--- config.mk ---
export PLATFORM = sky130hd
export DESIGN_NAME = psum_accum_wb
export DESIGN_NICKNAME = d
export VERILOG_FILES = /design/src/rtl/psum_accum_wb.sv
export SDC_FILE = /design/constraint.sdc
export NUM_CORES = 2
export LEC_CHECK = 0
export CAP_MARGIN = 10
export CELL_PAD_IN_SITES_DETAIL_PLACEMENT = 0
export CELL_PAD_IN_SITES_GLOBAL_PLACEMENT = 2
export CORE_ASPECT_RATIO = 1.1
export CORE_MARGIN = 5
export CORE_UTILIZATION = 44
export DETAILED_ROUTE_END_ITERATION = 7
export PLACE_DENSITY = 0.76
export SLEW_MARGIN = 20
export SYNTH_ARGS = -nofsm -noshare
export SYNTH_HDL_FRONTEND = slang
export SYNTH_SLANG_ARGS = --single-unit
--- constraint.sdc ---
create_clock -name clk -period 12.3 [get_ports clk]
set_clock_uncertainty 0.2 [all_clocks]
set_input_delay 2.46 -clock clk [delete_from_list [all_inputs] [get_ports clk]]
set_output_delay 2.46 -clock clk [all_outputs]
set_load 0.005 [all_outputs]
--- src/rtl/psum_accum_wb.sv ---
// Partial-sum accumulator with write-back: sums n_kij passes of n_out psum vectors,
// then drains the results (optionally ReLU-clamped) into the output SRAM.
//
// state | meaning
// IDLE  | waiting for start; no handshake, SRAM idle
// ACCUM | accepting vectors; kij==0 overwrites, later passes saturating-add
// DRAIN | one SRAM write per cycle for idx = 0..n_out-1
// DONE  | single-cycle seq_done pulse, then back to IDLE
module psum_accum_wb #(
    parameter int         col      = 8,
    parameter int         psum_bw  = 16,
    parameter int         n_out    = 16,
    parameter int         n_kij    = 9,
    parameter logic [8:0] out_base = 9'd0
) (
    input  logic                   clk,
    input  logic                   reset,
    input  logic                   start,
    input  logic                   relu_en,
    input  logic                   in_valid,
    output logic                   in_ready,
    input  logic [col*psum_bw-1:0] in_data,
    output logic [col*psum_bw-1:0] OP_d,
    output logic [8:0]             OP_addr,
    output logic                   OP_cen,
    output logic                   OP_wen,
    output logic                   seq_done,
    output logic                   busy,
    output logic                   sat_flag
);

    localparam int idx_w = (n_out > 1) ? $clog2(n_out) : 1;
    localparam int kij_w = (n_kij > 1) ? $clog2(n_kij) : 1;
    localparam logic [idx_w-1:0] idx_last = idx_w'(n_out - 1);
    localparam logic [kij_w-1:0] kij_last = kij_w'(n_kij - 1);
    localparam logic [psum_bw-1:0] sat_max = {1'b0, {(psum_bw-1){1'b1}}};
    localparam logic [psum_bw-1:0] sat_min = {1'b1, {(psum_bw-1){1'b0}}};

    typedef enum logic [1:0] {IDLE, ACCUM, DRAIN, DONE} state_t;

    state_t             state, state_nxt;
    logic [idx_w-1:0]   idx;
    logic [kij_w-1:0]   kij;
    logic               relu_q;
    logic               xfer;
    logic               last_idx, last_kij;

    logic [psum_bw-1:0] acc [n_out][col];
    logic [psum_bw-1:0] lane [col];
    logic [psum_bw-1:0] acc_nxt [col];
    logic [col-1:0]     lane_sat;
    logic [psum_bw:0]   sum;

    assign xfer     = in_valid && (state == ACCUM);
    assign last_idx = (idx == idx_last);
    assign last_kij = (kij == kij_last);
    assign in_ready = (state == ACCUM);
    assign busy     = (state != IDLE);
    assign seq_done = (state == DONE);

    always_comb begin
        state_nxt = state;
        case (state)
            IDLE:    if (start) state_nxt = ACCUM;
            ACCUM:   if (xfer && last_idx && last_kij) state_nxt = DRAIN;
            DRAIN:   if (last_idx) state_nxt = DONE;
            DONE:    state_nxt = IDLE;
            default: state_nxt = IDLE;
        endcase
    end

    always_ff @(posedge clk) begin
        if (!reset) begin
            state    <= IDLE;
            idx      <= '0;
            kij      <= '0;
            relu_q   <= 1'b0;
            sat_flag <= 1'b0;
        end else begin
            state <= state_nxt;
            case (state)
                IDLE: if (start) begin
                    idx      <= '0;
                    kij      <= '0;
                    relu_q   <= relu_en;
                    sat_flag <= 1'b0;
                end
                ACCUM: if (xfer) begin
                    if (|lane_sat) sat_flag <= 1'b1;
                    if (last_idx) begin
                        idx <= '0;
                        kij <= last_kij ? '0 : kij + 1'b1;
                    end else begin
                        idx <= idx + 1'b1;
                    end
                end
                DRAIN: idx <= last_idx ? '0 : idx + 1'b1;
                default: ;
            endcase
        end
    end

    // Sign-extend both operands one bit so overflow shows up as a top-two-bit mismatch.
    always_comb begin
        lane_sat = '0;
        sum      = '0;
        for (int i = 0; i < col; i++) begin
            lane[i]    = in_data[psum_bw*i +: psum_bw];
            sum        = {acc[idx][i][psum_bw-1], acc[idx][i]} + {lane[i][psum_bw-1], lane[i]};
            acc_nxt[i] = sum[psum_bw-1:0];
            if (kij == '0) begin
                acc_nxt[i] = lane[i];
            end else if (sum[psum_bw] != sum[psum_bw-1]) begin
                lane_sat[i] = 1'b1;
                acc_nxt[i]  = sum[psum_bw] ? sat_min : sat_max;
            end
        end
    end

    // Bank is deliberately not reset: pass 0 overwrites every entry.
    always_ff @(posedge clk) begin
        if (reset && xfer) begin
            for (int i = 0; i < col; i++) acc[idx][i] <= acc_nxt[i];
        end
    end

    always_comb begin
        OP_cen  = 1'b1;
        OP_wen  = 1'b1;
        OP_addr = '0;
        OP_d    = '0;
        if (state == DRAIN) begin
            OP_cen  = 1'b0;
            OP_wen  = 1'b0;
            OP_addr = out_base + 9'(idx);
            for (int i = 0; i < col; i++) begin
                if (relu_q && acc[idx][i][psum_bw-1]) OP_d[psum_bw*i +: psum_bw] = '0;
                else                                   OP_d[psum_bw*i +: psum_bw] = acc[idx][i];
            end
        end
    end

endmodule

== Word-level counts from Yosys, hierarchy flattened ==
Memory sizes are Yosys's and may differ from the RTL's. A register that Yosys moved wholly into a read port is not among the register bits.
Cells that the tools add are included.

* Register bits after elaboration: 12
* Memory bits (writable): 2048
* Bits of input ports: 133
* Output and inout bits: 143
* Memories: 1

* $add $sub $neg: 10
* Equal/unequal tests: 19
* Multiplexer cells: 71
* Reduce and logical (&&, ||, !) cells: 23

{| class="wikitable"
|+ Memory list
! memory !! words !! width !! read ports !! clocked after memory_dff !! write ports !! RTL line !! text
|-
| acc || 16 || 128 || 1 || 1 || 1 || 48 || <nowiki>logic [psum_bw-1:0] acc [n_out][col];</nowiki>
|}

{| class="wikitable"
|+ Operators by type and width
! operator !! number
|-
| 2-to-1 mux 16 bit || 32
|-
| adder 16 x 16 -> 17 bit || 8
|-
| 2-to-1 mux 128 bit || 1
|-
| 2-to-1 mux 4 bit || 9
|-
| 2-to-1 mux 1 bit || 22
|-
| logical AND 1 bit || 12
|-
| one-hot mux 4 bit (3 select lines) || 1
|-
| adder 4 x 1 -> 4 bit (second input constant) || 2
|-
| == test 4 bit (second input constant) || 2
|-
| inequality test 1 bit || 8
|-
| inequality test 2 x 1 -> 1 bit (second input constant) || 4
|-
| one-hot mux 2 bit (4 select lines) || 1
|-
| one-hot mux 4 bit (2 select lines) || 1
|-
| AND reduction 4 bit || 2
|-
| OR reduction 8 bit || 1
|-
| 2-to-1 mux 2 bit || 3
|-
| AND reduction 3 bit || 2
|-
| == test 2 bit (second input constant) || 2
|-
| logical NOT 4 bit || 1
|-
| inequality test 2 bit (second input constant) || 2
|-
| nonzero test 2 bit || 2
|-
| nonzero test 3 bit || 1
|-
| == test 2 x 1 -> 1 bit (second input constant) || 1
|-
| logical NOT 2 bit || 1
|-
| other kinds (2) || 2
|}

== Longest topological paths before layout ==
* Depth in word-level cells: 8
* Depth in mapped cells: 20
* Gate-level depth less buffers: 16

== Least setup slack after synthesis ==
OpenSTA, ideal clock, no wires.

* Path kind: input port to flip-flop
* Start: in reset
* End: mem acc[3][0] (netlist name) (enable)
* Library setup time: 0.772 ns
* Data arrival time: 11.431 ns
* Required time: 11.328 ns
* Path slack: -0.103 ns
* Stages on the path: 3
* Path buffers: 0
* Cells stage by stage: and3_1 -> nand2_1 -> nor3_1

* Cells in the longest elaborated chain, start to end: 3

{| class="wikitable"
|+ RTL lines
! what !! RTL line !! text
|-
| from (decl) || 17 || <nowiki>input logic reset,</nowiki>
|-
| logical AND 1 bit || 122 || <nowiki>if (reset && xfer) begin</nowiki>
|-
| 2-to-1 mux 1 bit || 122 ||
|-
| 2-to-1 mux 1 bit (implied by the code) || 123 || <nowiki>for (int i = 0; i < col; i++) acc[idx][i] <= acc_nxt[i];</nowiki>
|-
| to (decl) || 48 ||
|}

No other way between the ends.

==> flow_summary_export.csv <==
group,metric,value,unit
yosys,ys_seq_area_frac,0.713,
grt,grt_pass1_wl,321000,microns
yosys,synthDistinctLibCells,77,
grt,grt_usage,0.215,
yosys,postSynthCellCount,4407,
floorplanning,core,195000,sq um
cells_and_area,drive_gt1_frac,0.228,
grt,first_global_vias,46000,
timing,fin_setup_tns,0,ns
clock_tree,cts.path.max_buffers,3,
power,clockPowerShare,0.318,
floorplanning,die_w,433,microns
timing,relSlewSlack,0.286,
cells_and_area,area_delta_synth_final,15.1,%
detailed_routing,ant_nets,0,
yosys,synth_top_area_share,0.710,
yosys,ys_async_sr_fraction,0,
yosys,synth-edff-count,2048,
floorplanning,num_io_pins,276,
min_path,holdCritPathClass,"reg2reg",
yosys,synth-main-ff-cell,"edfxtp_1",
placed_design,portBuffers,270,
placed_design,place_area,93000,sq um
yosys,syn_avg_cell_area,19.7,sq um
clock_tree,cts_tree,"done",
cells_and_area,nets,5073,
timing,setup_viol,0,
yosys,syn_area,86600,sq um
power,p_int,13800,uW
clock_tree,cts_buffers,201,
timing,fmaxAchievable,123,MHz
power,comb_power_share,0.244,
timing,tightest_slew,1.07,ns
grt,grt_max_degree,114,
power,seqPwrFrac,0.437,
detailed_routing,drc_errors,0,
grt,grt_overflow,0,
run_status,status,"complete, no violations",
timing,slew_violations,0,
placed_design,place.gp.congestion,0.804,
cells_and_area,design_area,99700,sq um
placed_design,post-dp-hpwl,122000,microns
floorplanning,rows,170,
clock_tree,root_buffer,"clkbuf_16",
floorplanning,initial_utilization,0.443,
timing,rsz0062_at_grt,"false",
clock_tree,worst_skew_pair.late_latency,0.83,ns
setup_path,cp-start-kind,"register",
power,power_switching_share,0.280,
yosys,yosys-top-cells-area,"edfxtp_1 71%, mux4_2 16%, ha_1 2.0%",
clock_tree,htreeDepth,4,
power,leakage,0.0310,uW
run,max-cap-violations,0,
detailed_routing,first_pass_iters,6,
setup_path,crit_type,"reg2reg",
cells_and_area,fillCellCount,15600,
setup_path,critPathMaxFanout,61,
detailed_routing,viasPerCell,5.95,
timing,timing.final.crit_share,0.659,
yosys,ys_warn_count,0,
power,irDropWorstVdd,0.136,mV
power,switchingPower,5370,uW
clock_tree,cts_setup_buffers,0,
setup_path,arrival,8.39,ns
detailed_routing,routedWlPerCell,29.3,microns
clock_tree,clk_pin_slew,0.06,ns
setup_path,worstPathRequired,12.58,ns
timing,min_period,8.11,ns
timing,hold_viol_final,0,
power,finalPower,19200,uW
clock_tree,cts_resized,0,
clock_tree,clkSinkCount,2064,
grt,antenna_found_initial,12,
setup_path,end_kind,"register",
yosys,ys_ff_latch,2064,
detailed_routing,drt_iter0_drc,4506,
detailed_routing,routed-via-count,44800,
detailed_routing,drt_wl_total,221000,microns
yosys,synth_top_cell_by_area,"edfxtp_1",
clock_tree,hold_buffers,0,
power,cellPowerDensity,192,nW/um^2
floorplanning,dieArea,206000,sq um
floorplanning,die_y,475,microns
-- cells in the mapped netlist, drive strengths merged, types with 23 or more instances --
cell    instances
a211oi         25
a21o           43
a21oi         174
a31oi          39
and2          139
buf            82
clkbuf        126
edfxtp       2048
ha            138
inv            74
mux4          627
nand2         133
nand3          37
nor2          176
nor2b          23
nor3           38
o21a           23
o21ai         121
xnor2          53
xor2           29
-- per-stage QoR --
stage	std cells	worst slack (ns)	hold WS, ns	util
2_1_floorplan	4411	3.33	0.302	-
3_3_place_gp	7166	3.65	0.352	0.476
3_5_place_dp	7166	4.06	0.346	0.476
4_1_cts	7534	3.97	0.361	0.509
5_1_grt	7540	3.54	0.399	0.510
6_report	7542	4.19	0.363	0.510
-- final cells by class --
class,instances,area (sq um),share of cell area
clock buffer,242,5250,0.0526
inverter,74,278,0.00279
sequential,2064,61800,0.620
multi-input combinational,2065,24000,0.241
tap,2580,3230,0.0324
clock inverter,126,1270,0.0127
antenna,3,7.51,0.0000753
timing repair buffer,388,3790,0.0380
-- registers in the layout, summed over array words and instances, names as in the netlist, named ones only --
register and cells:
kij 4, sat_flag 1, state 2, relu_q 1, idx 4, acc 2048
-- routing by layer --
| metal | share of wire | vias up | global-route usage |
|---|---|---|---|
| met2 | 0.49 | 1454 | 0.358 |
| li1 | - | 19000 | - |
| met4 | 0.018 | 8 | 0.0432 |
| met1 | 0.43 | 24100 | 0.308 |
| met3 | 0.062 | 267 | 0.0321 |
| met5 | 0.00026 | - | 0 |
-- worst max-delay path: stages, from the launching register on --
cell and delay (ns):
dfxtp_4 0.54, buf_4 0.64, buf_4 0.86, mux4_2 0.41, mux2i_1 0.13, nor2_1 0.06
a21oi_1 0.80, inv_1 0.11, ha_1 0.31, a21oi_1 0.29, o2111ai_1 0.31, a31oi_1 0.39
o21ai_0 0.16, xnor2_1 0.61, or2_0 0.73, a31oi_1 0.28, a21oi_1 0.85
-- placed cells by master (no fill, tap or decap), types with 15 or more instances in the layout --
cell type and n:
edfxtp_1 2048, nor2_1 160, nor2b_1 23, a21o_1 43, clkinv_1 51, o21bai_1 15
a21oi_1 149, xor2_1 29, inv_1 73, o211ai_1 19, nand2_1 133, and2_1 138
clkbuf_1 38, buf_4 97, clkbuf_16 204, clkdlybuf4s50_1 270, nand2b_1 21, bufinv_16 24
buf_12 17, clkinv_2 35, maj3_1 16, nor3_1 34, o21ai_0 110, xnor2_1 53
a211oi_1 23, nand3_1 36, a21oi_2 25, o21a_1 23, ha_1 138, a31oi_1 26
mux4_2 627, mux2i_1 16
-- worst paths after layout --
check	end	slack [ns]	cells past startpoint	startpoint
worst max-delay path	acc[2][76]$_DFFE_PP_	4.19	16	register
worst min-delay path	state[0]$_SDFFE_PN0P_	0.36	2	state[0]$_SDFFE_PN0P_
worst max register to register	acc[2][76]$_DFFE_PP_	4.19	16	register
worst min register to register	state[0]$_SDFFE_PN0P_	0.36	2	state[0]$_SDFFE_PN0P_
-- logic make-up (layout without fill, tap and decap cells) --
family / count (synthesis) / in the layout / share of synthesized area
xor+xnor: 82 / 82 / 0.00829
fa+ha+maj: 162 / 162 / 0.0236
other cells: 1 / 8 / 0.0000433
compound gates: 530 / 530 / 0.0386
buf+inv: 282 / 830 / 0.0134
simple gates: 629 / 629 / 0.0360
flops: 2064 / 2064 / 0.713
mux: 657 / 657 / 0.167
-- power by group through the flow --
stage               Sequential (uW)  Combinational [uW]  Clock (uW)
floorplan                      8490                3230           0
detailed placement             8540                4680           0
finish                         8380                4680        6100
global route                   8390                5130        6530
CTS                            8390                4700        6220
global placement               8540                4650           0
Note: power is estimated with default switching activity, not from simulation.
